[src/rtl/cpu_run_pkg.sv]
// Shared definitions for the CPU run controller.
//   run_state_t   : controller FSM state encoding (2 bits)
//   HALT_ECALL    : ecall instruction word, the default end-of-program marker
//   HALT_JAL_SELF : "jal x0, 0" self-loop word, an alternative end marker
package cpu_run_pkg;

  typedef enum logic [1:0] {
    IDLE     = 2'd0,
    RST_HOLD = 2'd1,
    RUN      = 2'd2,
    DONE     = 2'd3
  } run_state_t;

  localparam logic [31:0] HALT_ECALL    = 32'h0000_0073;
  localparam logic [31:0] HALT_JAL_SELF = 32'h0000_006F;

endpackage

[src/rtl/cpu_halt_detector.sv]
// Program-end detector for the run controller.
//   CLK, RESET : clock and async active-high reset
//   pc         : CPU program counter
//   debug_ins  : instruction currently fetched by the CPU
//   clr        : clears the previous-pc register and stall counter
//   en         : high on every RUN cycle
//   halt_hit   : halt instruction seen, or pc has been stuck long enough
module cpu_halt_detector
  import cpu_run_pkg::*;
#(
  parameter int          ADDR_W       = 32,
  parameter int          STALL_CYCLES = 8,
  parameter logic [31:0] HALT_INSTR   = HALT_ECALL
) (
  input  logic              CLK,
  input  logic              RESET,
  input  logic [ADDR_W-1:0] pc,
  input  logic [31:0]       debug_ins,
  input  logic              clr,
  input  logic              en,
  output logic              halt_hit
);

  localparam int  STALL_W  = (STALL_CYCLES > 0) ? $clog2(STALL_CYCLES + 1) : 1;
  localparam bit  STALL_EN = (STALL_CYCLES > 0);
  localparam logic [STALL_W-1:0] STALL_LIMIT = STALL_W'(STALL_CYCLES);

  logic [ADDR_W-1:0]  prev_pc;
  logic               prev_valid;
  logic [STALL_W-1:0] stall_cnt;

  always_ff @(posedge CLK or posedge RESET) begin
    if (RESET) begin
      prev_pc    <= '0;
      prev_valid <= 1'b0;
      stall_cnt  <= '0;
    end else if (clr) begin
      prev_pc    <= '0;
      prev_valid <= 1'b0;
      stall_cnt  <= '0;
    end else if (en) begin
      prev_pc    <= pc;
      prev_valid <= 1'b1;
      // Count unchanged-pc cycles; hold at the limit so the counter never wraps.
      if (prev_valid && (pc == prev_pc)) begin
        if (stall_cnt != STALL_LIMIT) stall_cnt <= stall_cnt + 1'b1;
      end else begin
        stall_cnt <= '0;
      end
    end
  end

  always_comb begin
    halt_hit = en && ((debug_ins == HALT_INSTR) ||
                      (STALL_EN && (stall_cnt == STALL_LIMIT)));
  end

endmodule

[src/rtl/cpu_run_controller.sv]
// Run controller for the RISC-V CPU: pulses the CPU reset on start, counts
// RUN cycles, and ends the run on a halt instruction, a stalled pc or a
// cycle timeout. All outputs are registered.
//   CLK, RESET  : clock and async active-high reset
//   start       : begin a run (honoured in IDLE or DONE)
//   abort       : in RST_HOLD or RUN, return to IDLE without a result
//   pc          : CPU program counter
//   debug_ins   : instruction currently fetched by the CPU
//   cpu_reset   : active-high reset to the CPU
//   running     : high in RUN
//   done        : high in DONE
//   halted      : run ended by halt instruction or stall
//   timeout     : run ended by cycle timeout
//   cycle_count : RUN cycles elapsed, held in DONE
//   halt_pc     : pc at the halt cycle, 0 on timeout
module cpu_run_controller
  import cpu_run_pkg::*;
#(
  parameter int          ADDR_W           = 32,
  parameter int          CNT_W            = 32,
  parameter int          RST_PULSE_CYCLES = 2,
  parameter int          TIMEOUT_CYCLES   = 600,
  parameter int          STALL_CYCLES     = 8,
  parameter logic [31:0] HALT_INSTR       = HALT_ECALL
) (
  input  logic              CLK,
  input  logic              RESET,
  input  logic              start,
  input  logic              abort,
  input  logic [ADDR_W-1:0] pc,
  input  logic [31:0]       debug_ins,
  output logic              cpu_reset,
  output logic              running,
  output logic              done,
  output logic              halted,
  output logic              timeout,
  output logic [CNT_W-1:0]  cycle_count,
  output logic [ADDR_W-1:0] halt_pc
);

  localparam int HOLD_W = (RST_PULSE_CYCLES > 1) ? $clog2(RST_PULSE_CYCLES) : 1;
  localparam logic [HOLD_W-1:0] HOLD_LAST = HOLD_W'(RST_PULSE_CYCLES - 1);
  localparam logic [CNT_W-1:0]  TO_LAST   = CNT_W'(TIMEOUT_CYCLES - 1);

  run_state_t        state;
  logic [HOLD_W-1:0] hold_cnt;
  logic              halt_hit;

  cpu_halt_detector #(
    .ADDR_W       (ADDR_W),
    .STALL_CYCLES (STALL_CYCLES),
    .HALT_INSTR   (HALT_INSTR)
  ) u_halt_det (
    .CLK       (CLK),
    .RESET     (RESET),
    .pc        (pc),
    .debug_ins (debug_ins),
    .clr       (state != RUN),
    .en        (state == RUN),
    .halt_hit  (halt_hit)
  );

  always_ff @(posedge CLK or posedge RESET) begin
    if (RESET) begin
      state       <= IDLE;
      hold_cnt    <= '0;
      cpu_reset   <= 1'b1;
      running     <= 1'b0;
      done        <= 1'b0;
      halted      <= 1'b0;
      timeout     <= 1'b0;
      cycle_count <= '0;
      halt_pc     <= '0;
    end else begin
      case (state)
        IDLE, DONE: begin
          // DONE keeps the CPU frozen and ignores abort.
          if (start) begin
            state       <= RST_HOLD;
            hold_cnt    <= '0;
            done        <= 1'b0;
            halted      <= 1'b0;
            timeout     <= 1'b0;
            halt_pc     <= '0;
            cycle_count <= '0;
          end
        end
        RST_HOLD: begin
          if (abort) begin
            state <= IDLE;
          end else if (hold_cnt == HOLD_LAST) begin
            // cpu_reset falls on the same edge that running rises.
            state       <= RUN;
            cpu_reset   <= 1'b0;
            running     <= 1'b1;
            cycle_count <= '0;
          end else begin
            hold_cnt <= hold_cnt + 1'b1;
          end
        end
        RUN: begin
          if (abort) begin
            state     <= IDLE;
            cpu_reset <= 1'b1;
            running   <= 1'b0;
          end else if (halt_hit) begin
            state     <= DONE;
            cpu_reset <= 1'b1;
            running   <= 1'b0;
            done      <= 1'b1;
            halted    <= 1'b1;
            halt_pc   <= pc;
          end else if (cycle_count == TO_LAST) begin
            state     <= DONE;
            cpu_reset <= 1'b1;
            running   <= 1'b0;
            done      <= 1'b1;
            timeout   <= 1'b1;
            halt_pc   <= '0;
          end else if (cycle_count != '1) begin
            cycle_count <= cycle_count + 1'b1;
          end
        end
        default: state <= IDLE;
      endcase
    end
  end

endmodule

[config.mk]
export PLATFORM = sky130hd
export DESIGN_NAME = cpu_run_controller
export DESIGN_NICKNAME = d
export VERILOG_FILES = /design/src/rtl/cpu_run_pkg.sv /design/src/rtl/cpu_halt_detector.sv /design/src/rtl/cpu_run_controller.sv
export SDC_FILE = /design/constraint.sdc
export NUM_CORES = 1
export LEC_CHECK = 0
export CAP_MARGIN = 0
export CORE_ASPECT_RATIO = 1.2
export CORE_MARGIN = 4
export CORE_UTILIZATION = 51
export DETAILED_ROUTE_END_ITERATION = 8
export PLACE_DENSITY_LB_ADDON = 0.25
export SLEW_MARGIN = 20
export SYNTH_ARGS = -nofsm -noshare
export SYNTH_HDL_FRONTEND = slang
export SYNTH_HIERARCHICAL = 1
export SYNTH_SLANG_ARGS = --single-unit
[constraint.sdc]
create_clock -name CLK -period 3.33 [get_ports CLK]
set_input_delay 0.4995 -clock CLK [delete_from_list [all_inputs] [get_ports CLK]]
set_output_delay 0.4995 -clock CLK [all_outputs]
set_load 0.005 [all_outputs]
==> results of run 1 <==
[state kept, by name, indices dropped and copies added, names as in the netlist]
register / count
cycle_count: 32
halt_pc: 32
u_halt_det/prev_pc: 32
u_halt_det/stall_cnt: 4
state: 2
cpu_reset: 1
done: 1
halted: 1
hold_cnt: 1
running: 1
timeout: 1
u_halt_det/prev_valid: 1
[worst max path at each step]
stage / from / slack, ns / to
after floorplan: state[0]$_DFFE_PP0P_ / 0.73 / cycle_count[13]$_DFFE_PP0P_
after global placement: debug_ins[25] / 0.31 / cycle_count[15]$_DFFE_PP0P_
after detailed placement: debug_ins[27] / 0.22 / cycle_count[15]$_DFFE_PP0P_
after CTS: u_halt_det/stall_cnt[0]$_DFFE_PP0P_ / 0.49 / cycle_count[15]$_DFFE_PP0P_
after global routing: u_halt_det/stall_cnt[0]$_DFFE_PP0P_ / 0.32 / cycle_count[15]$_DFFE_PP0P_
final: u_halt_det/stall_cnt[0]$_DFFE_PP0P_ / 0.46 / cycle_count[15]$_DFFE_PP0P_
[logic make-up (layout without fill, tap and decap cells)]
logic type      after synthesis  count (layout)  synth area share, %
compound gates              149             149                16.42
fa+ha+maj                     5               5               0.9974
xor+xnor                     31              31                4.329
buf+inv                      59             178                4.548
mux                          42              42                6.782
flops                       109             109                43.51
simple gates                272             272                23.42
[placed cells by master, fill, tap and decap left out, types with 4 or more instances in the layout]
cell,count
nand3_1,24
dfrtp_1,108
a21oi_1,16
or4_1,7
nand2_1,71
a22oi_1,32
buf_4,11
nor2_1,52
clkinv_8,4
a31oi_1,6
a211oi_1,5
a41oi_1,5
and2_1,6
nand2b_1,10
clkbuf_16,9
ha_1,4
and4_1,10
nand4_1,18
o21ai_0,41
o211ai_1,11
mux2i_1,41
nor3_1,26
or3_1,5
nor4_1,10
inv_1,11
and3_1,9
xnor2_1,31
nor4b_1,5
clkdlybuf4s50_1,136
a221o_1,7
[final cells by class]
| class | instances | area (um^2) |
|---|---|---|
| clock buffers | 9 | 225.2 |
| clock inverters | 7 | 93.84 |
| fillers | 957 | 3988 |
| inverters | 12 | 45.04 |
| multi-input cells | 499 | 3271 |
| flip-flops and latches | 109 | 2729 |
| well taps | 161 | 201.4 |
| repair buffers | 150 | 1504 |
[through the flow]
stage,util [%],area [um^2],cells
after floorplan,-,6272,667
after CTS,66.93,8069,947
after global placement,64.28,7750,931
after global routing,66.93,8069,947
final,66.93,8069,947
after detailed placement,64.28,7750,931
[layer usage]
metal  global-route usage (%)  vias to the layer above  routed length (um)
met5                        0                        -                   0
met4                    11.30                        0                 548
li1                         -                     2703                   -
met3                    4.136                       41                 987
met1                    31.81                     2872                7208
met2                    45.52                      224                9258
[power groups by stage]
stage / combinational, W / clock [W] / sequential (W)
floorplan: 0.000647 / 0 / 0.00143
global placement: 0.00101 / 0 / 0.00144
detailed placement: 0.00103 / 0 / 0.00144
CTS: 0.00103 / 0.00114 / 0.00142
global route: 0.00112 / 0.00119 / 0.00142
finish: 0.00104 / 0.00112 / 0.00142
[critical path: stages (launching register included)]
cell	delay (ns)
dfrtp_1	0.42
inv_1	0.08
ha_1	0.19
nand2_1	0.09
nor2_1	0.11
o21a_1	0.25
or2_2	0.30
a221o_1	0.39
buf_12	0.18
or4_1	0.51
a211oi_1	0.24
==> results.sh, run 1 <==
export IMPL_cts_sinks=109
export IMPL_post_cts_setup_buffers=0
export IMPL_endpoint_kind="register"
export IMPL_outcome="finished clean"
export IMPL_ys_warn_count=6
export IMPL_postSynthAreaPerCell_um2=9.404
export IMPL_yosysTopAreaCellShare_pct=43.09
export IMPL_synth_seq_area_share_pct=43.51
export IMPL_grt_overflow_total=0
export IMPL_rrSetupSlack_ns=0.46
export IMPL_synth_common_cells="dfrtp_1, nand2_1, nor2_1"
export IMPL_port_buffers=136
export IMPL_pwr_share_clk_pct=31.3
export IMPL_vias=5840
export IMPL_arrival_ns=3.14
export IMPL_holdPathEnd="cpu_reset$_DFFE_PP1P_"
export IMPL_netlist_area_mm2=0.006272
export IMPL_grt_pass1_wl_mm=29.10
export IMPL_r2r_end="cycle_count[15]$_DFFE_PP0P_"
export IMPL_grt_start_max_net_pins=77
export IMPL_via_per_inst=6.167
export IMPL_cap_violations=0
export IMPL_rows=44
export IMPL_timing_hold_ws_ns=0.4640
export IMPL_cellInternalPower_w=0.002302
export IMPL_gp_congestion=0.9361
export IMPL_grt_pass1_vias=5818
export IMPL_fin_crit_sh_pct=86.06
export IMPL_hp_class="register to register"
export IMPL_die_area_mm2=0.01414
export IMPL_die_w_um=109.2
export IMPL_synthArstFlopShare_pct=100.0
export IMPL_power_w=0.003573
export IMPL_min_from="cpu_reset$_DFFE_PP1P_"
export IMPL_power_switching_w=0.001271
export IMPL_ir_drop_v=0.0003884
export IMPL_ys_types=66
export IMPL_period_minus_slack_ns=2.866
export IMPL_setup_slack_ns=0.4642
export IMPL_routedWlPerCell_um=19.01
export IMPL_ios=137
export IMPL_r2r_start="u_halt_det/stall_cnt[0]$_DFFE_PP0P_"
export IMPL_synth_top_area_cell="dfrtp_1"
export IMPL_cp_required_ns=3.60
export IMPL_p_leak_nw=3.053
export IMPL_fp_dieH_um=129.5
export IMPL_ys_seq_elements=109
export IMPL_hold_violations=0
export IMPL_drc=0
export IMPL_core_area_mm2=0.01206
export IMPL_yosysMostFrequentCell="dfrtp_1"
export IMPL_antenna_cells=0
export IMPL_numCtsBuffers=9
export IMPL_ant_nets=0
export IMPL_final_setup_viol_count=0
export IMPL_clk_latency_ns=0.36
export IMPL_ys_top_cells_by_area="dfrtp_1, mux2i_1, xnor2_1, nand2_1, a22oi_1"
export IMPL_start_util_pct=52.02
export IMPL_pwr_share_comb_pct=29.0
export IMPL_cts_max_path_buffers=2
export IMPL_dp_slack_ns=0.2160
export IMPL_ys_flop_type="dfrtp_1"
export IMPL_startpoint_type="register"
export IMPL_powerDensity_mw_per_mm2=442.8
export IMPL_ff2ff_path_depth=10
export IMPL_dpl_hpwl_mm=12.49
export IMPL_clockRootBuffer="clkbuf_16"
export IMPL_tns_ns=0
export IMPL_timing_final_max_slew_violations=0
export IMPL_first_pass_iters=5
export IMPL_worst_slew_margin_rel_pct=36.74
export IMPL_timing_hold_worst_path_depth=2
export IMPL_rsz0062_at_grt="false"
export IMPL_drive_gt1_share_pct=6.616
export IMPL_drtIter0Drc=382
export IMPL_setup_worst_path_class="register to register"
export IMPL_synth_cells=667
export IMPL_cts_tree="done"
export IMPL_cts_resized=0
export IMPL_antenna_found_initial=0
export IMPL_cts_max_level=3
export IMPL_tightestPinTransition_ns=0.9418
export IMPL_drt_wl_total_mm=18.00
export IMPL_nets=854
export IMPL_switching_share_pct=35.58
export IMPL_area_growth_pct=28.65
export IMPL_finClkSkew_ns=0.01460
export IMPL_fmax_mhz=348.9
export IMPL_grt_usage_pct=26.09
export IMPL_path_clk_slew_ns=0.08
export IMPL_synth_fp_nets=740
export IMPL_hold_buffers=0
export IMPL_p_seq_share_pct=39.7
export IMPL_cp_max_fo=37
export IMPL_synth_edff_count=0
Power figures use the tool's default switching activity.
==> inputs of run 2 (changes only) <==
--- a/config.mk
+++ b/config.mk
@@ -6,11 +6,14 @@
 export NUM_CORES = 1
 export LEC_CHECK = 0
 export CAP_MARGIN = 0
+export CELL_PAD_IN_SITES_DETAIL_PLACEMENT = 0
+export CELL_PAD_IN_SITES_GLOBAL_PLACEMENT = 1
 export CORE_ASPECT_RATIO = 1.2
 export CORE_MARGIN = 4
-export CORE_UTILIZATION = 51
+export CORE_UTILIZATION = 39
+export CTS_CLUSTER_DIAMETER = 100
 export DETAILED_ROUTE_END_ITERATION = 8
-export PLACE_DENSITY_LB_ADDON = 0.25
+export PLACE_DENSITY = 0.79
 export SLEW_MARGIN = 20
 export SYNTH_ARGS = -nofsm -noshare
 export SYNTH_HDL_FRONTEND = slang
==> run 2 against run 1 <==
Effect of this change: combinational power hardly changed; critical path type unchanged; largest cell class unchanged; utilization is 15 points lower; flip-flop and latch count stayed put; routed wire length is 1.5% higher; cell count is 4.9% higher; hold slack better by 0.0081 ns; die area is 29% higher; fmax is 0.56% lower.
==> results.sh, run 2 (synthesis results as in run 1) <==
export IMPL_outcome="finished clean"
export IMPL_finClkSkew_ns=0.01040
export IMPL_layout_common_cells="clkdlybuf4s50_1, dfrtp_1, nand2_1, nor2_1"
export IMPL_timing_final_max_slew_violations=0
export IMPL_routedWlPerCell_um=18.41
export IMPL_path_clk_slew_ns=0.08
export IMPL_cts_tree="done"
export IMPL_hp_class="register to register"
export IMPL_cts_resized=0
export IMPL_via_per_inst=5.811
export IMPL_layout_commonest_cell="clkdlybuf4s50_1"
export IMPL_cts_max_level=3
export IMPL_power_w=0.003606
export IMPL_gp_congestion=0.8558
export IMPL_crit_buf_inv=2
export IMPL_cts_sinks=109
export IMPL_cp_top_family="compound AO/OA/AOI/OAI gates"
export IMPL_cap_violations=0
export IMPL_p_seq_share_pct=39.4
export IMPL_die_w_um=123.8
export IMPL_first_pass_iters=5
export IMPL_drt_wl_total_mm=18.28
export IMPL_power_switching_w=0.001242
export IMPL_grt_pass1_vias=5880
export IMPL_fmax_mhz=347.0
export IMPL_dpl_hpwl_mm=12.90
export IMPL_rsz0062_at_grt="false"
export IMPL_cp_max_fo=41
export IMPL_ant_nets=0
export IMPL_core_area_mm2=0.01570
export IMPL_hold_violations=0
export IMPL_tns_ns=0
export IMPL_grt_pass1_wl_mm=30.22
export IMPL_cp_required_ns=3.57
export IMPL_drive_gt1_share_pct=6.497
export IMPL_powerDensity_mw_per_mm2=444.4
export IMPL_grt_usage_pct=20.66
export IMPL_crit_chain="inv_1 > ha_1 > nand2_1 > nor2_1 > o21a_1 > or2_2 > a221o_1 > buf_12 > or3_1 > o311ai_0"
export IMPL_grt_start_max_net_pins=55
export IMPL_period_minus_slack_ns=2.882
export IMPL_fin_crit_sh_pct=86.54
export IMPL_cellInternalPower_w=0.002364
export IMPL_fp_dieH_um=146.9
export IMPL_drtIter0Drc=612
export IMPL_final_setup_viol_count=0
export IMPL_cpPeakStageDelay_ns=0.42
export IMPL_clk_latency_ns=0.36
export IMPL_post_cts_setup_buffers=0
export IMPL_start_util_pct=39.94
export IMPL_cts_max_path_buffers=2
export IMPL_numCtsBuffers=9
export IMPL_worst_slew_margin_rel_pct=40.14
export IMPL_antenna_cells=0
export IMPL_vias=5770
export IMPL_rows=50
export IMPL_ios=137
export IMPL_p_leak_nw=3.049
export IMPL_grt_overflow_total=0
export IMPL_nets=853
export IMPL_area_growth_pct=29.36
export IMPL_tightestPinTransition_ns=0.8913
export IMPL_ir_drop_v=0.0002822
export IMPL_critical_path_slowest_cell="dfrtp_1"
export IMPL_hold_buffers=0
export IMPL_clockRootBuffer="clkbuf_16"
export IMPL_pwr_share_comb_pct=28.6
export IMPL_arrival_ns=3.12
export IMPL_antenna_found_initial=0
export IMPL_port_buffers=136
export IMPL_die_area_mm2=0.01818
export IMPL_drc=0
export IMPL_setup_worst_path_class="register to register"
export IMPL_switching_share_pct=34.45
export IMPL_pwr_share_clk_pct=32.0
export IMPL_startpoint_type="register"
export IMPL_endpoint_kind="register"
export IMPL_reg_largest_list="cycle_count: 32 flops, halt_pc: 32 flops, u_halt_det/prev_pc: 32 flops"
-- run 2: changes by cell type in the layout (fill, tap and decap cells not counted) --
cell       delta
inv_8         +1
bufinv_16     +1
clkinv_8      -4
inv_6         +2
buf_4         -1
-- run 2: worst paths after layout --
path | slack [ns] | to | depth (start not counted) | start
setup reg to reg | 0.45 | cycle_count[4]$_DFFE_PP0P_ | 10 | u_halt_det/stall_cnt[0]$_DFFE_PP0P_
hold reg to reg | 0.47 | cpu_reset$_DFFE_PP1P_ | 2 | cpu_reset$_DFFE_PP1P_
min in group asynchronous | 0.58 | halt_pc[17]$_DFFE_PP0P_ | 2 | RESET
hold / removal | 0.47 | cpu_reset$_DFFE_PP1P_ | 2 | cpu_reset$_DFFE_PP1P_
max in group asynchronous | 2.02 | cpu_reset$_DFFE_PP1P_ | 3 | RESET
setup / recovery | 0.45 | cycle_count[4]$_DFFE_PP0P_ | 10 | u_halt_det/stall_cnt[0]$_DFFE_PP0P_
-- run 2: through the flow --
stage	hold slack (ns)	setup WS (ns)	util (%)	area, um^2	cells
floorplan	0.4505	0.7334	-	6272	667
global placement	0.4550	0.2737	49.68	7801	977
detailed placement	0.4618	0.1512	49.68	7801	977
CTS	0.4740	0.4429	51.67	8114	993
global route	0.4968	0.2979	51.67	8114	993
finish	0.4721	0.4482	51.67	8114	993
-- run 2: layout make-up --
type	instances	area (um^2)
fillers	1454	7589
multi-input cells	499	3271
flip-flops and latches	109	2729
repair buffers	149	1496
well taps	208	260.3
clock buffers	9	225.2
clock inverters	7	87.58
inverters	12	45.04
-- run 2: power groups by stage --
stage | registers (W) | logic (W) | clock network [W]
after floorplan | 0.00143 | 0.000647 | 0
final | 0.00142 | 0.00103 | 0.00115
after global placement | 0.00144 | 0.00100 | 0
after CTS | 0.00142 | 0.00104 | 0.00119
after detailed placement | 0.00144 | 0.00103 | 0
after global routing | 0.00143 | 0.00113 | 0.00124
-- run 2: per-layer routing --
metal | up-vias | track usage, % | share of wire [%]
li1 | 2708 | - | -
met1 | 2827 | 26.23 | 42
met2 | 194 | 34.37 | 50
met3 | 41 | 4.236 | 5.2
met4 | 0 | 7.645 | 2.6
met5 | - | 0 | 0
-- run 2: worst reg2reg max path, cell delays in order, from the launching register on --
cell	delay, ns
dfrtp_1	0.42
inv_1	0.08
ha_1	0.19
nand2_1	0.10
nor2_1	0.11
o21a_1	0.25
or2_2	0.31
a221o_1	0.39
buf_12	0.18
or3_1	0.40
o311ai_0	0.33
==> inputs of run 3 (changes only) <==
--- a/config.mk
+++ b/config.mk
@@ -9,7 +9,7 @@
 export CELL_PAD_IN_SITES_DETAIL_PLACEMENT = 0
 export CELL_PAD_IN_SITES_GLOBAL_PLACEMENT = 1
 export CORE_ASPECT_RATIO = 1.2
-export CORE_MARGIN = 4
+export CORE_MARGIN = 3
 export CORE_UTILIZATION = 39
 export CTS_CLUSTER_DIAMETER = 100
 export DETAILED_ROUTE_END_ITERATION = 8
==> run 3 against run 2 <==
Effect of this change: hold slack improved by 0.0054 ns; clock-buffer cell count is the same; cell count up 0.30%; clock power grew 3%; first-iteration DRC count down 17%; critical path depth unchanged; largest power group unchanged; highest routed layer unchanged.
==> results.sh, run 3 (synthesis results as in run 1) <==
export IMPL_outcome="finished clean"
export IMPL_r2r_end="cycle_count[4]$_DFFE_PP0P_"
export IMPL_startpoint_type="register"
export IMPL_port_buffers=136
export IMPL_r2r_start="u_halt_det/stall_cnt[0]$_DFFE_PP0P_"
export IMPL_ios=137
export IMPL_arrival_ns=3.16
export IMPL_vias=5761
export IMPL_final_setup_viol_count=0
export IMPL_tns_ns=0
export IMPL_grt_usage_pct=20.54
export IMPL_first_pass_iters=4
export IMPL_p_leak_nw=3.069
export IMPL_cts_max_path_buffers=2
export IMPL_start_util_pct=39.94
export IMPL_crit_chain="inv_1 > ha_1 > nand2_1 > nor2_1 > o21a_1 > or2_2 > a221o_1 > buf_12 > or3_1 > o311ai_0"
export IMPL_dpl_hpwl_mm=12.85
export IMPL_cts_max_level=3
export IMPL_hold_buffers=0
export IMPL_cts_resized=0
export IMPL_period_minus_slack_ns=2.936
export IMPL_layout_commonest_cell="clkdlybuf4s50_1"
export IMPL_pwr_share_clk_pct=32.6
export IMPL_setup_worst_path_class="register to register"
export IMPL_fin_crit_sh_pct=88.17
export IMPL_final_seq_area_mm2=0.002729
export IMPL_pwr_share_comb_pct=28.4
export IMPL_grt_pass1_vias=5675
export IMPL_die_w_um=121.8
export IMPL_nets=856
export IMPL_post_cts_setup_buffers=0
export IMPL_fmax_mhz=340.6
export IMPL_multi_input_area_mm2=0.003271
export IMPL_cp_required_ns=3.56
export IMPL_grt_pass1_wl_mm=29.40
export IMPL_via_per_inst=5.784
export IMPL_antenna_found_initial=0
export IMPL_gp_congestion=0.8447
export IMPL_cp_startpoint="u_halt_det/stall_cnt[0]$_DFFE_PP0P_"
export IMPL_rows=50
export IMPL_drive_gt1_share_pct=6.853
export IMPL_cpPeakStageDelay_ns=0.41
export IMPL_fp_dieH_um=144.9
export IMPL_power_switching_w=0.001266
export IMPL_clk_latency_ns=0.36
export IMPL_rrSetupSlack_ns=0.39
export IMPL_powerDensity_mw_per_mm2=447.0
export IMPL_ir_drop_v=0.0003355
export IMPL_tightestPinTransition_ns=0.9115
export IMPL_numCtsBuffers=9
export IMPL_switching_share_pct=34.78
export IMPL_grt_overflow_total=0
export IMPL_hp_class="register to register"
export IMPL_critical_path_slowest_cell="dfrtp_1"
export IMPL_cts_tree="done"
export IMPL_nFillCells=1466
export IMPL_layout_common_cells="clkdlybuf4s50_1, dfrtp_1, nand2_1, nor2_1"
export IMPL_clockRootBuffer="clkbuf_16"
export IMPL_area_growth_pct=29.88
export IMPL_crit_end="cycle_count[4]$_DFFE_PP0P_"
export IMPL_grt_start_max_net_pins=73
export IMPL_routedWlPerCell_um=18.24
export IMPL_cap_violations=0
export IMPL_cts_sinks=109
export IMPL_finClkSkew_ns=0.01101
export IMPL_cellInternalPower_w=0.002375
export IMPL_endpoint_kind="register"
export IMPL_rsz0062_at_grt="false"
export IMPL_power_w=0.003641
export IMPL_hold_violations=0
export IMPL_p_seq_share_pct=39.0
export IMPL_timing_final_max_slew_violations=0
export IMPL_drt_wl_total_mm=18.17
export IMPL_drtIter0Drc=505
export IMPL_path_clk_slew_ns=0.08
export IMPL_core_area_mm2=0.01570
export IMPL_reg_largest_list="cycle_count: 32 flops, halt_pc: 32 flops, u_halt_det/prev_pc: 32 flops"
export IMPL_final_core_util_pct=51.88
export IMPL_worst_slew_margin_rel_pct=39.23
export IMPL_drc=0
export IMPL_ant_nets=0
export IMPL_antenna_cells=0
export IMPL_cp_max_fo=43
export IMPL_ff2ff_path_depth=10
export IMPL_die_area_mm2=0.01765
run 3: cell count changes in the layout (fill, tap and decap cells not counted), sizes merged:
cell / before / now
buf: 13 / 16
run 3: power by group through the flow:
stage | combinational (W) | sequential (W) | clock, W
2_1_floorplan | 0.000647 | 0.00143 | 0
3_3_place_gp | 0.00102 | 0.00144 | 0
3_5_place_dp | 0.00103 | 0.00144 | 0
4_1_cts | 0.00104 | 0.00142 | 0.00121
5_1_grt | 0.00113 | 0.00142 | 0.00126
6_report | 0.00103 | 0.00142 | 0.00119
run 3: final cells by class:
class	count	share of cell area, %
clock inverters	7	1.198
flip-flops and latches	109	33.50
well taps	208	3.195
inverters	12	0.5529
repair buffers	152	18.65
clock buffers	9	2.765
multi-input cells	499	40.15
run 3: how the worst min path moves through the flow:
stage / from / end / slack, ns / cells after the start
finish: cpu_reset$_DFFE_PP1P_ / cpu_reset$_DFFE_PP1P_ / 0.48 / 2
global route: cpu_reset$_DFFE_PP1P_ / cpu_reset$_DFFE_PP1P_ / 0.51 / 2
CTS: cpu_reset$_DFFE_PP1P_ / cpu_reset$_DFFE_PP1P_ / 0.48 / 2
detailed placement: cpu_reset$_DFFE_PP1P_ / cpu_reset$_DFFE_PP1P_ / 0.47 / 2
global placement: cpu_reset$_DFFE_PP1P_ / cpu_reset$_DFFE_PP1P_ / 0.45 / 2
floorplan: cpu_reset$_DFFE_PP1P_ / cpu_reset$_DFFE_PP1P_ / 0.45 / 2
run 3: through the flow:
step	hold WS [ns]	instance area [um^2]	worst slack [ns]	std cells
floorplan	0.4505	6272	0.7334	667
global placement	0.4545	7824	0.2527	980
detailed placement	0.4665	7824	0.1909	980
CTS	0.4796	8147	0.3948	996
global route	0.5102	8147	0.3110	996
finish	0.4775	8147	0.3940	996
run 3: metal layers:
layer,wire length (um),share of wire [%],track usage (%),up-vias
li1,-,-,-,2704
met1,7807,43,26.81,2873
met2,9325,51,35.04,165
met3,759,4.2,2.768,19
met4,277,1.5,6.558,0
met5,0,0,0,-
run 3: critical path, delay by kind of cell, from the launching register on:
kind                     cells  cell delay (ns)
AO/OA/AOI/OAI                3             1.02
adder cells (fa/ha/maj)      1             0.19
buffers and inverters        2             0.26
flip-flops                   1             0.41
AND/OR/NAND/NOR              4             0.90
